## config.mk

```make
export PLATFORM = sky130hd
export DESIGN_NAME = ifu_fetch
export DESIGN_NICKNAME = d
export VERILOG_FILES = /design/src/rtl/ifu_fetch.sv
export SDC_FILE = /design/constraint.sdc
export NUM_CORES = 1
export LEC_CHECK = 0
export CAP_MARGIN = 20
export CELL_PAD_IN_SITES_DETAIL_PLACEMENT = 0
export CELL_PAD_IN_SITES_GLOBAL_PLACEMENT = 1
export CORE_AREA = 2 2 172 174
export CTS_BUF_LIST = sky130_fd_sc_hd__clkbuf_2
export CTS_CLUSTER_DIAMETER = 200
export DETAILED_ROUTE_END_ITERATION = 12
export DIE_AREA = 0 0 174 176
export PLACE_DENSITY_LB_ADDON = 0.1
export SLEW_MARGIN = 20
export SYNTH_ARGS = -nofsm -noshare
export SYNTH_HDL_FRONTEND = slang
export SYNTH_SLANG_ARGS = --single-unit
```

## constraint.sdc

```tcl
create_clock -name clk -period 4.4 [get_ports clk]
set_input_delay 0.88 -clock clk [delete_from_list [all_inputs] [get_ports clk]]
set_output_delay 0.88 -clock clk [all_outputs]
set_load 0.005 [all_outputs]
```

## src/rtl/ifu_fetch.sv

```systemverilog
// ifu_fetch: instruction fetch unit feeding the IF/ID pipeline register.
//
// Owns the fetch PC and issues in-order word fetches on a req/gnt + rvalid
// ROM bus. Returned instructions land in a small FIFO together with the PC
// they were fetched from. The FIFO head is presented to IF/ID.
//
// Ports
//   clk           core clock, rising edge
//   rstn          synchronous active-low reset
//   hold_flag_i   IF/ID stall; blocks the pop
//   jump_flag_i   redirect request; flushes and refetches from jump_addr_i
//   jump_addr_i   redirect target (low two bits ignored)
//   rom_req_o     fetch request valid
//   rom_addr_o    fetch address (word aligned)
//   rom_gnt_i     request accepted when rom_req_o=1
//   rom_rvalid_i  response valid, in request order, >=1 cycle after grant
//   rom_rdata_i   response instruction
//   inst_o        instruction to IF/ID (NOP when empty)
//   addr_o        PC of inst_o (0 when empty)
//   inst_valid_o  inst_o/addr_o carry a real instruction

module ifu_fetch #(
  parameter logic [31:0] RESET_PC   = 32'h0000_0000,
  parameter int          FIFO_DEPTH = 2
) (
  input  logic        clk,
  input  logic        rstn,
  input  logic        hold_flag_i,
  input  logic        jump_flag_i,
  input  logic [31:0] jump_addr_i,
  output logic        rom_req_o,
  output logic [31:0] rom_addr_o,
  input  logic        rom_gnt_i,
  input  logic        rom_rvalid_i,
  input  logic [31:0] rom_rdata_i,
  output logic [31:0] inst_o,
  output logic [31:0] addr_o,
  output logic        inst_valid_o
);

  // FIFO_DEPTH is 2 or 4, so pointers wrap naturally at their width.
  localparam int PW = (FIFO_DEPTH > 2) ? 2 : 1;
  localparam int CW = PW + 1;
  localparam logic [31:0]   NOP     = 32'h0000_0013;
  localparam logic [CW:0]   DEPTH_C = (CW+1)'(FIFO_DEPTH);

  // Sequential state
  logic          rstn_q;
  logic [31:0]   fetch_pc_q, fetch_pc_d;
  logic [CW-1:0] outstanding_q, outstanding_d;
  logic [CW-1:0] discard_q, discard_d;

  logic [31:0]   fifo_inst_q [FIFO_DEPTH];
  logic [31:0]   fifo_inst_d [FIFO_DEPTH];
  logic [31:0]   fifo_pc_q   [FIFO_DEPTH];
  logic [31:0]   fifo_pc_d   [FIFO_DEPTH];
  logic [PW-1:0] fifo_rd_q, fifo_rd_d;
  logic [PW-1:0] fifo_wr_q, fifo_wr_d;
  logic [CW-1:0] fifo_cnt_q, fifo_cnt_d;

  // PCs of granted, not-yet-returned requests on the current path
  logic [31:0]   pcq_q [FIFO_DEPTH];
  logic [31:0]   pcq_d [FIFO_DEPTH];
  logic [PW-1:0] pcq_rd_q, pcq_rd_d;
  logic [PW-1:0] pcq_wr_q, pcq_wr_d;

  // Combinational helpers
  logic        fifo_empty;
  logic [CW:0] credit_used;
  logic        handshake;
  logic        drop;
  logic        push;
  logic        pop;
  logic [31:0] jump_target;

  always_comb begin
    fifo_empty  = (fifo_cnt_q == '0);
    // Credits count occupancy before this cycle's pop, so a response can
    // always be accepted without looking at hold/pop in the same cycle.
    credit_used = {1'b0, outstanding_q} + {1'b0, fifo_cnt_q};
    rom_req_o   = rstn_q & ~jump_flag_i & (credit_used < DEPTH_C);
    rom_addr_o  = fetch_pc_q;
    handshake   = rom_req_o & rom_gnt_i;
    drop        = rom_rvalid_i & (discard_q != '0);
    push        = rom_rvalid_i & (discard_q == '0) & ~jump_flag_i;
    pop         = ~fifo_empty & ~hold_flag_i & ~jump_flag_i;
    jump_target = jump_addr_i & 32'hFFFF_FFFC;

    fetch_pc_d    = fetch_pc_q;
    outstanding_d = outstanding_q;
    discard_d     = discard_q;
    fifo_inst_d   = fifo_inst_q;
    fifo_pc_d     = fifo_pc_q;
    fifo_rd_d     = fifo_rd_q;
    fifo_wr_d     = fifo_wr_q;
    fifo_cnt_d    = fifo_cnt_q;
    pcq_d         = pcq_q;
    pcq_rd_d      = pcq_rd_q;
    pcq_wr_d      = pcq_wr_q;

    if (handshake) begin
      fetch_pc_d      = fetch_pc_q + 32'd4;
      pcq_d[pcq_wr_q] = fetch_pc_q;
      pcq_wr_d        = pcq_wr_q + 1'b1;
    end

    unique case ({handshake, rom_rvalid_i})
      2'b10:   outstanding_d = outstanding_q + 1'b1;
      2'b01:   outstanding_d = outstanding_q - 1'b1;
      default: outstanding_d = outstanding_q;
    endcase

    if (drop) begin
      discard_d = discard_q - 1'b1;
    end

    if (push) begin
      fifo_inst_d[fifo_wr_q] = rom_rdata_i;
      fifo_pc_d[fifo_wr_q]   = pcq_q[pcq_rd_q];
      fifo_wr_d              = fifo_wr_q + 1'b1;
      pcq_rd_d               = pcq_rd_q + 1'b1;
    end

    if (pop) begin
      fifo_rd_d = fifo_rd_q + 1'b1;
    end

    fifo_cnt_d = fifo_cnt_q + CW'(push) - CW'(pop);

    // Redirect: everything still in flight belongs to the old path. The
    // outstanding count already includes any earlier pending discards, and
    // a response landing this cycle is consumed here.
    if (jump_flag_i) begin
      fetch_pc_d = jump_target;
      fifo_rd_d  = '0;
      fifo_wr_d  = '0;
      fifo_cnt_d = '0;
      pcq_rd_d   = '0;
      pcq_wr_d   = '0;
      discard_d  = outstanding_q - CW'(rom_rvalid_i);
    end

    if (fifo_empty || jump_flag_i) begin
      inst_o       = NOP;
      addr_o       = 32'h0;
      inst_valid_o = 1'b0;
    end else begin
      inst_o       = fifo_inst_q[fifo_rd_q];
      addr_o       = fifo_pc_q[fifo_rd_q];
      inst_valid_o = 1'b1;
    end
  end

  always_ff @(posedge clk) begin
    if (!rstn) begin
      rstn_q        <= 1'b0;
      fetch_pc_q    <= RESET_PC;
      outstanding_q <= '0;
      discard_q     <= '0;
      fifo_rd_q     <= '0;
      fifo_wr_q     <= '0;
      fifo_cnt_q    <= '0;
      pcq_rd_q      <= '0;
      pcq_wr_q      <= '0;
    end else begin
      rstn_q        <= 1'b1;
      fetch_pc_q    <= fetch_pc_d;
      outstanding_q <= outstanding_d;
      discard_q     <= discard_d;
      fifo_rd_q     <= fifo_rd_d;
      fifo_wr_q     <= fifo_wr_d;
      fifo_cnt_q    <= fifo_cnt_d;
      pcq_rd_q      <= pcq_rd_d;
      pcq_wr_q      <= pcq_wr_d;
    end
  end

  // Storage arrays need no reset: they are only read behind the counters.
  always_ff @(posedge clk) begin
    fifo_inst_q <= fifo_inst_d;
    fifo_pc_q   <= fifo_pc_d;
    pcq_q       <= pcq_d;
  end

endmodule
```

Word-level counts from Yosys, hierarchy flattened
Cells that the tools add are included.
- register bits after elaboration: 235
- input port bits: 70
- output and inout bits: 98
- word-level logic and storage cells: 88
- $add $sub $neg: 12
- magnitude comparators: 7
- equal/unequal tests: 2
- multiplexer cells: 25
- bitwise operators: 16
- reductions and logical operators: 10
- operators by type and width (cell ; number):
    32-bit two-way mux ; 15
    64-bit bitwise mux ; 3
    32-bit demux with 1-bit select ; 2
    32-bit by 3-bit adder with 32-bit output (second input constant) ; 1
    1-bit bitwise AND ; 8
    2-bit >= comparator (second input constant) ; 4
    1-bit NOT with 2-bit output ; 4
    2-bit nonzero test ; 4
    1-bit adder (second input constant) ; 4
    2-bit logical NOT ; 2
    2-bit by 1-bit less-than comparator with 1-bit output (second input constant) ; 2
    2-bit two-way mux ; 2
    1-bit NOT ; 4
    2-bit case mux with 2 select lines ; 1
    2-bit by 1-bit subtractor with 2-bit output ; 2
    2-bit by 1-bit subtractor with 2-bit output (second input constant) ; 2
    2-bit by 2-bit adder with 3-bit output ; 1
    3-bit by 2-bit less-than comparator with 1-bit output (second input constant) ; 1
    2-bit by 1-bit adder with 2-bit output ; 1
    2-bit by 1-bit adder with 2-bit output (second input constant) ; 1
    2-bit by 1-bit equality test with 1-bit output (second input constant) ; 1
    2-bit equality test (second input constant) ; 1
    1-bit logical AND ; 2
    1-bit two-way mux ; 2
    other kinds (2) ; 2

Logic depth before layout (Yosys ltp)
Gate-level depths: netlist of the first run.
- word-level depth: 6
- depth in mapped cells: 10

Least setup slack after synthesis of the first run
OpenSTA, ideal clock, no wires.
- path type: input-to-reg
- start point: in jump_flag_i
- end point: reg fifo_inst_q[0] (netlist bit) (enable)
- setup time: 0.482 ns
- arrival: 4.065 ns
- path slack: -0.147 ns
- stages on the path: 5
- cells stage by stage: clkbuf_1 > inv_1 > clkbuf_8 > nand3_1 > nor2_1
- longest elaborated chain between the ends: 2
- RTL lines (element ; RTL line ; source):
    start, declared ; 29 ; input logic jump_flag_i,
    1-bit NOT ; 85 ; push = rom_rvalid_i & (discard_q == '0) & ~jump_flag_i;
    1-bit bitwise AND ; 85 ;
    end signal, assigned ; 180 ; fifo_inst_q <= fifo_inst_d;
    end, declared ; 53 ; logic [31:0] fifo_inst_q [FIFO_DEPTH];
Every way passes these cells.
A chain may end at the register's enable or synchronous reset.

Worst setup path in the final report of the first run
- start point: reg fifo_cnt_q[0]
- end point: out rom_req_o
- longest elaborated chain between the ends: 3
- RTL lines (element ; RTL line ; source):
    start, declared ; 59 ; logic [CW-1:0] fifo_cnt_q, fifo_cnt_d;
    start signal, assigned ; 172 ; fifo_cnt_q <= fifo_cnt_d;
    2-bit by 2-bit adder with 3-bit output ; 80 ; credit_used = {1'b0, outstanding_q} + {1'b0, fifo_cnt_q};
    3-bit by 2-bit less-than comparator with 1-bit output ; 81 ; rom_req_o = rstn_q & ~jump_flag_i & (credit_used < DEPTH_C);
    1-bit bitwise AND ; 81 ;
    end, declared ; 31 ; output logic rom_req_o,
Every way passes these cells.

==> run metrics, run 1 <==
outcome complete, no violations; fin nets approximately 950; initial antenna violation count 1; GPL Wtd Cong roughly 0.77; Tot Pwr between 4 and 5 mW; clock sinks ~230; final core occ between 40% and 50%; Area growth, synth to finish 28.00%; Register-to-Register Setup Slack roughly 1.6 ns; Max Slew Vio Count 0; unrepaired setup endpoints after global routing no; io pins around 170; Overall Global Routing Usage approximately 14%; Post-Syn Instances about 670; Die Span X 174 um; RR Startpoint fifo_cnt_q[0]$_SDFF_PP0_; count of hold-fix buffers inserted at cts 0; post-synthesis cell area around 9300 um^2; Synth async-reset ratio 0%; Comb power frac ~8.0%; Worst Setup SP fifo_cnt_q[0]$_SDFF_PP0_; clock root buffer clkbuf_2; Setup Viol. Count Final 0; vias just over 6000; clock share of power between 30% and 40%; #FFs+latches synth between 200 and 250; Max VDD drop 0.1449 mV; area of the multi-input gates roughly 2800 um^2; die height roughly 180 um; Slew headroom between 40 and 50%; share of cells above drive strength 1 16.01%; Port Buffers around 160; Fmax roughly 260 MHz; clock transition at the registers of the reported paths roughly 0.11 ns; First-pass DRT Iterations 5; Flop pwr share 58.3%; internal power approximately 3.2 mW; Yosys warning total 0; Power Dens Cells ~350 nW/um^2; Fin. Hold Viols 0; Setup Crit Path Kind reg -> out; DRC viols 0; first-pass GRT wire length around 34000 um; H-tree levels 2; Post-CTS Repair Setup Buffers 0; dominant synthesized flop cell edfxtp_1; Filler cells between 2000 and 3000; ANT nets after route 0; Seq/Total Area, Yosys 67.99%; vias in the first global route 6436; Crit. End Element primary output; 1st-iter DRT viols 369; sw frac 24.88%; Core Area roughly 29000 um^2; Avg Cell Area, Syn roughly 14 um^2; Critical Path End rom_req_o; Vias/cell roughly 4.7; FF-to-FF End rom_addr_o[20]$_SDFFE_PN0P_; Tmin final between 3 and 4 ns; Reg area 6350 um^2; pin count of the biggest net entering global routing 63; dpl hpwl between 10000 and 15000 um; TritonCTS clock tree yes; grt total ovfl 0; Startpoint Class flop; die footprint slightly above 30000 um^2; insertion delay to the later sink of the worst-skew pair roughly 0.80 ns; row count 62; CP Max Fanout 3; setup TNS 0 ns; Max Cap Viol 0; Pleak between 4 and 5 nW; hold crit path type reg -> reg; Resized Gates After CTS 0; Sw Pwr 1.047 mW; initial core utilization around a third; CTS Buffer Depth 3; Clock Skew about 0.054 ns; WL per Instance between 15 and 20 um; Least-Margin Pin Slew roughly 0.86 ns; EDFF count, synth approximately 180; final WL 22180 um; Req. time, crit path 3.52 ns; period utilization 86.01%; reg2reg path depth 6; Crit path arrival time between 2 and 3 ns; synth unique cells 52; CTS buffer count 58
[synthesized netlist by cell type (4+ instances only)]
master    instances  share of area (%)
or3_1             5               0.34
o21ai_0          24                1.3
buf_1             9               0.36
xnor2_1          10               0.94
a211oi_1          6               0.48
a31oi_1           7               0.47
mux2i_1          63                6.8
nor2_1           78                3.1
nor3_1            5               0.27
mux2_2           31                3.7
nand2_1          36                1.4
and3_1            9               0.60
o211ai_1          5               0.40
edfxtp_1        184                 59
xor2_1            7               0.66
dfxtp_1          41                8.8
a211o_1           5               0.47
ha_1              6               0.80
buf_4             4               0.32
a21oi_1          10               0.54
clkbuf_1         21               0.84
inv_1            12               0.48
or4_1            10               0.80
nand3_1          15               0.80
and2_1            4               0.27
o211a_1           5               0.54
nor4_1            8               0.54
and4_1            7               0.66
nand4_1          16                1.1
[state kept, by name, indices dropped and copies added, names as in the netlist, 2 cells and up]
name           flops
rom_addr_o        30
outstanding_q      2
discard_q          2
pcq_q             60
fifo_inst_q       64
fifo_cnt_q         2
fifo_pc_q         60
[stage by stage]
stage / setup WS (ns) / instances / hold WS [ns] / instance area, um^2
floorplan: -0.1472 / 676 / 0.4712 / 9345
global placement: 0.6314 / 1194 / 0.5284 / 11400
detailed placement: 0.6039 / 1194 / 0.5461 / 11400
CTS: 0.5117 / 1302 / 0.5331 / 11950
global route: 0.3679 / 1303 / 0.5591 / 11950
finish: 0.6154 / 1303 / 0.5514 / 11950
[kinds of logic (layout without fill, tap and decap cells)]
family	after synthesis	count (layout)	share of synthesized area, %
muxes	94	94	10.50
xor gates and xnor gates	17	17	1.595
adders and majority gates	7	7	1.019
AOI/OAI and AO/OA	75	75	5.375
DFF	225	225	67.99
and+or+nand+nor	202	202	10.92
buffers and inverters	52	294	2.560
other	1	5	0.04018
[layout make-up]
cell class | count | area share [%]
antenna | 1 | 0.02094
clock buffer | 89 | 3.728
clock inverter | 19 | 0.8483
inverter | 12 | 0.3770
multi-input combinational | 399 | 23.34
sequential | 225 | 53.15
tap | 384 | 4.021
timing repair buffer | 174 | 14.51
[worst min path at each step]
stage,from,endpoint,slack (ns),cells after the start
after global routing,rom_rdata_i[28],fifo_inst_q[28]$_DFFE_PP_,0.56,1
after CTS,rom_rdata_i[31],fifo_inst_q[63]$_DFFE_PP_,0.53,1
after detailed placement,outstanding_q[1]$_SDFFE_PN0P_,outstanding_q[1]$_SDFFE_PN0P_,0.55,2
after floorplan,rom_addr_o[31]$_SDFFE_PN0P_,pcq_q[31]$_DFFE_PP_,0.47,0
final,outstanding_q[1]$_SDFFE_PN0P_,outstanding_q[1]$_SDFFE_PN0P_,0.55,2
after global placement,outstanding_q[1]$_SDFFE_PN0P_,outstanding_q[1]$_SDFFE_PN0P_,0.53,2
[layer usage]
| layer | vias to the layer above | track usage, % | wire (um) |
|---|---|---|---|
| li1 | 2976 | - | - |
| met1 | 2915 | 18.61 | 10070 |
| met2 | 207 | 23.26 | 10390 |
| met3 | 44 | 3.424 | 1189 |
| met4 | 0 | 5.532 | 522 |
| met5 | - | 0 | 0 |
[power by group through the flow]
stage	Sequential, mW	Combinational (mW)	Clock, mW
after floorplan	2.48	0.171	0
after global placement	2.50	0.335	0
after detailed placement	2.50	0.341	0
after CTS	2.46	0.344	1.49
after global routing	2.47	0.373	1.60
final	2.45	0.337	1.42
[worst max-delay path, stage by stage, from the launching register on]
cell	delay, ns
dfxtp_1	0.42
and2_1	0.16
fa_1	0.45
nor4b_1	0.47
clkdlybuf4s50_1	0.60
[placed cells by master (no fill, tap or decap), types with 6 or more instances in the layout]
| cell type | instances |
|---|---|
| and4_1 | 7 |
| clkbuf_2 | 89 |
| nor2_1 | 75 |
| xor2_1 | 7 |
| xnor2_1 | 10 |
| a211oi_1 | 6 |
| clkinv_1 | 15 |
| mux2i_1 | 63 |
| clkdlybuf4s50_1 | 161 |
| edfxtp_1 | 184 |
| dfxtp_1 | 40 |
| mux2_2 | 31 |
| a31oi_1 | 7 |
| ha_1 | 6 |
| and3_1 | 9 |
| nand2_1 | 36 |
| o21ai_0 | 24 |
| nand4_1 | 16 |
| nor4_1 | 8 |
| buf_4 | 11 |
| nand3_1 | 15 |
| a21oi_1 | 10 |
| inv_1 | 12 |
| or4_1 | 10 |
(Power assumes the default switching activity.)
==> inputs of run 2 (changes only) <==
CTS_CLUSTER_DIAMETER = 80   (was 200)
SETUP_SLACK_MARGIN = 0.1   (was default)
clock period = 3.9 ns   (was 4.4 ns; I/O delays follow)
==> run 2 against run 1 <==
Against the previous run: non-clock buffer count is 1 higher; via count is 1.5% higher; flip-flop and latch count stayed put; combinational power is 14% higher; clock power is 13% higher; final area is 0.29% higher; critical path type unchanged.
==> run metrics, run 2 (synthesis gave the netlist of run 1 again) <==
outcome complete, no violations; Clock Skew 0.03996 ns (-0.01386 ns); Tmin final between 3 and 4 ns; beginning of the worst hold path rom_rdata_i[31]; insertion delay to the later sink of the worst-skew pair 0.81 ns (about the same); ordered list of cells on the worst path and2_1 -> fa_1 -> nor4b_2 -> clkdlybuf4s50_1; Post-CTS Repair Setup Buffers 0 (unchanged); Setup Viol. Count Final 0 (unchanged); H-tree levels 2 (unchanged); RR Startpoint outstanding_q[0]$_SDFFE_PN0P_; Die Span X 174 um (unchanged); Core Area 28550 um^2 (unchanged); Overall Global Routing Usage 14.55% (+0.23 points); die footprint 30620 um^2 (unchanged); io pins 168 (unchanged); clock share of power 33.7% (about the same); Flop pwr share 58.2% (about the same); clock sinks 225 (unchanged); sw frac 25.04% (+0.16 points); Area growth, synth to finish 28.38%; Filler cells 2764 (-0.25%); count of hold-fix buffers inserted at cts 0 (unchanged); CP peak stage delay 0.57 ns (-0.03 ns); Max Cap Viol 0 (unchanged); final WL 22420 um (+1.1%); first-pass GRT wire length 34930 um (+1.3%); Slew headroom 45.56% (+2.8 points); First-pass DRT Iterations 6 (+1); period utilization about nine tenths; Port Buffers 161 (unchanged); Resized Gates After CTS 1 (+1); Hold WS 0.5367 ns (-0.01471 ns); post-placement cell count 1195 (+0.084%); internal power 3.565 mW (+13%); Pleak 4.016 nW (about the same); Req. time, crit path 3.12 ns (-0.40 ns); most frequent cells in the layout edfxtp_1, clkdlybuf4s50_1, nor2_1, clkbuf_2, mux2i_1; initial antenna violation count 1 (unchanged); Vias/cell 4.798 (+1.8%); setup TNS 0 ns (unchanged); hold crit path type in -> reg; final cell count without fillers 1299 (-0.31%); clock transition at the registers of the reported paths 0.11 ns (about the same); pin count of the biggest net entering global routing 63 (unchanged); Setup Crit Path Kind reg -> out; Fmax roughly 280 MHz; fin nets 947 (unchanged); vias in the first global route 6506 (+1.1%); Startpoint Class flop; TritonCTS clock tree yes; CP Max Fanout 4 (+1); Fin. Hold Viols 0 (unchanged); dpl hpwl 14350 um (+0.68%); Crit path arrival time 2.76 ns (-0.14 ns); largest reg by FF count fifo_inst_q; CP max-delay cell clkdlybuf4s50_1; grt total ovfl 0 (unchanged); vias 6233 (+1.5%); max reg flops 64 (unchanged); unrepaired setup endpoints after global routing no; Sw Pwr 1.191 mW (+14%); DP Area 11430 um^2 (+0.29%); WL per Instance 17.26 um (+1.4%); share of cells above drive strength 1 15.54% (-0.48 points); 1st-iter DRT viols 343 (-7.0%); commonest non-fill, non-tap cell in the layout edfxtp_1; ANT nets after route 0 (unchanged); die height 176 um (unchanged); CTS Buffer Depth 3 (unchanged); row count 62 (unchanged); Max Slew Vio Count 0 (unchanged); Least-Margin Pin Slew 0.8091 ns (-0.04920 ns); Worst Setup SP outstanding_q[0]$_SDFFE_PN0P_; biggest regs fifo_inst_q (64), fifo_pc_q (60), pcq_q (60); Comb power frac 8.1% (about the same); GPL Wtd Cong 0.7691 (-0.19%); Crit. End Element primary output; CTS buffer count 57 (-1.7%); Power Dens Cells 396.9 nW/um^2 (+13%); cell area after layout 11980 um^2 (+0.29%); Max VDD drop 0.1754 mV (+21%); clock root buffer clkbuf_2; DRC viols 0 (unchanged); initial core utilization 32.70% (unchanged)
==> run 2: power by group through the flow <==
stage               clock, mW  sequential (mW)  combinational [mW]
finish                   1.60             2.77               0.385
global route             1.81             2.78               0.425
CTS                      1.70             2.77               0.394
detailed placement          0             2.82               0.390
global placement            0             2.82               0.382
floorplan                   0             2.80               0.193
==> run 2: routing by layer <==
layer | up-vias | part of all wire [%] | routed length [um] | global-route usage (%)
met4 | 0 | 2.8 | 628 | 5.987
met5 | - | 0 | 0 | 0
li1 | 2990 | - | - | -
met1 | 2975 | 45 | 10060 | 18.61
met3 | 57 | 5.2 | 1165 | 3.618
met2 | 211 | 47 | 10560 | 23.72
==> run 2: per-stage QoR <==
| step | util [%] | power, mW | worst slack (ns) |
|---|---|---|---|
| floorplan | - | 2.990 | -0.5472 |
| global placement | 40.04 | 3.202 | 0.4371 |
| detailed placement | 40.04 | 3.215 | 0.4091 |
| CTS | 41.97 | 4.864 | 0.2338 |
| global route | 41.97 | 5.018 | 0.1252 |
| finish | 41.97 | 4.756 | 0.3619 |
==> run 2: worst max-delay path, delay by kind of cell, from the launching register on <==
| family | cells | cell delay, ns |
|---|---|---|
| adders and majority gates | 1 | 0.47 |
| buffers and inverters | 1 | 0.57 |
| DFF | 1 | 0.41 |
| and+or+nand+nor | 2 | 0.52 |
==> run 2: final timing paths <==
path                                       to  slack (ns)  cells past startpoint
hold / removal      fifo_inst_q[63]$_DFFE_PP_        0.54                      1
setup / recovery                    rom_req_o        0.36                      4
hold reg to reg       fifo_pc_q[10]$_DFFE_PP_        0.54                      1
setup reg to reg  rom_addr_o[20]$_SDFFE_PN0P_        1.13                      6
==> run 2: final cells by class <==
| class | instances | area [um^2] | share of cell area, % |
|---|---|---|---|
| Sequential cell | 225 | 6350 | 52.99 |
| Multi-Input combinational cell | 399 | 2795 | 23.33 |
| Timing Repair Buffer | 175 | 1767 | 14.74 |
| Tap cell | 384 | 480.5 | 4.010 |
| Clock buffer | 75 | 375.4 | 3.133 |
| Clock inverter | 28 | 167.7 | 1.399 |
| Inverter | 12 | 45.04 | 0.3759 |
| Antenna cell | 1 | 2.502 | 0.02088 |
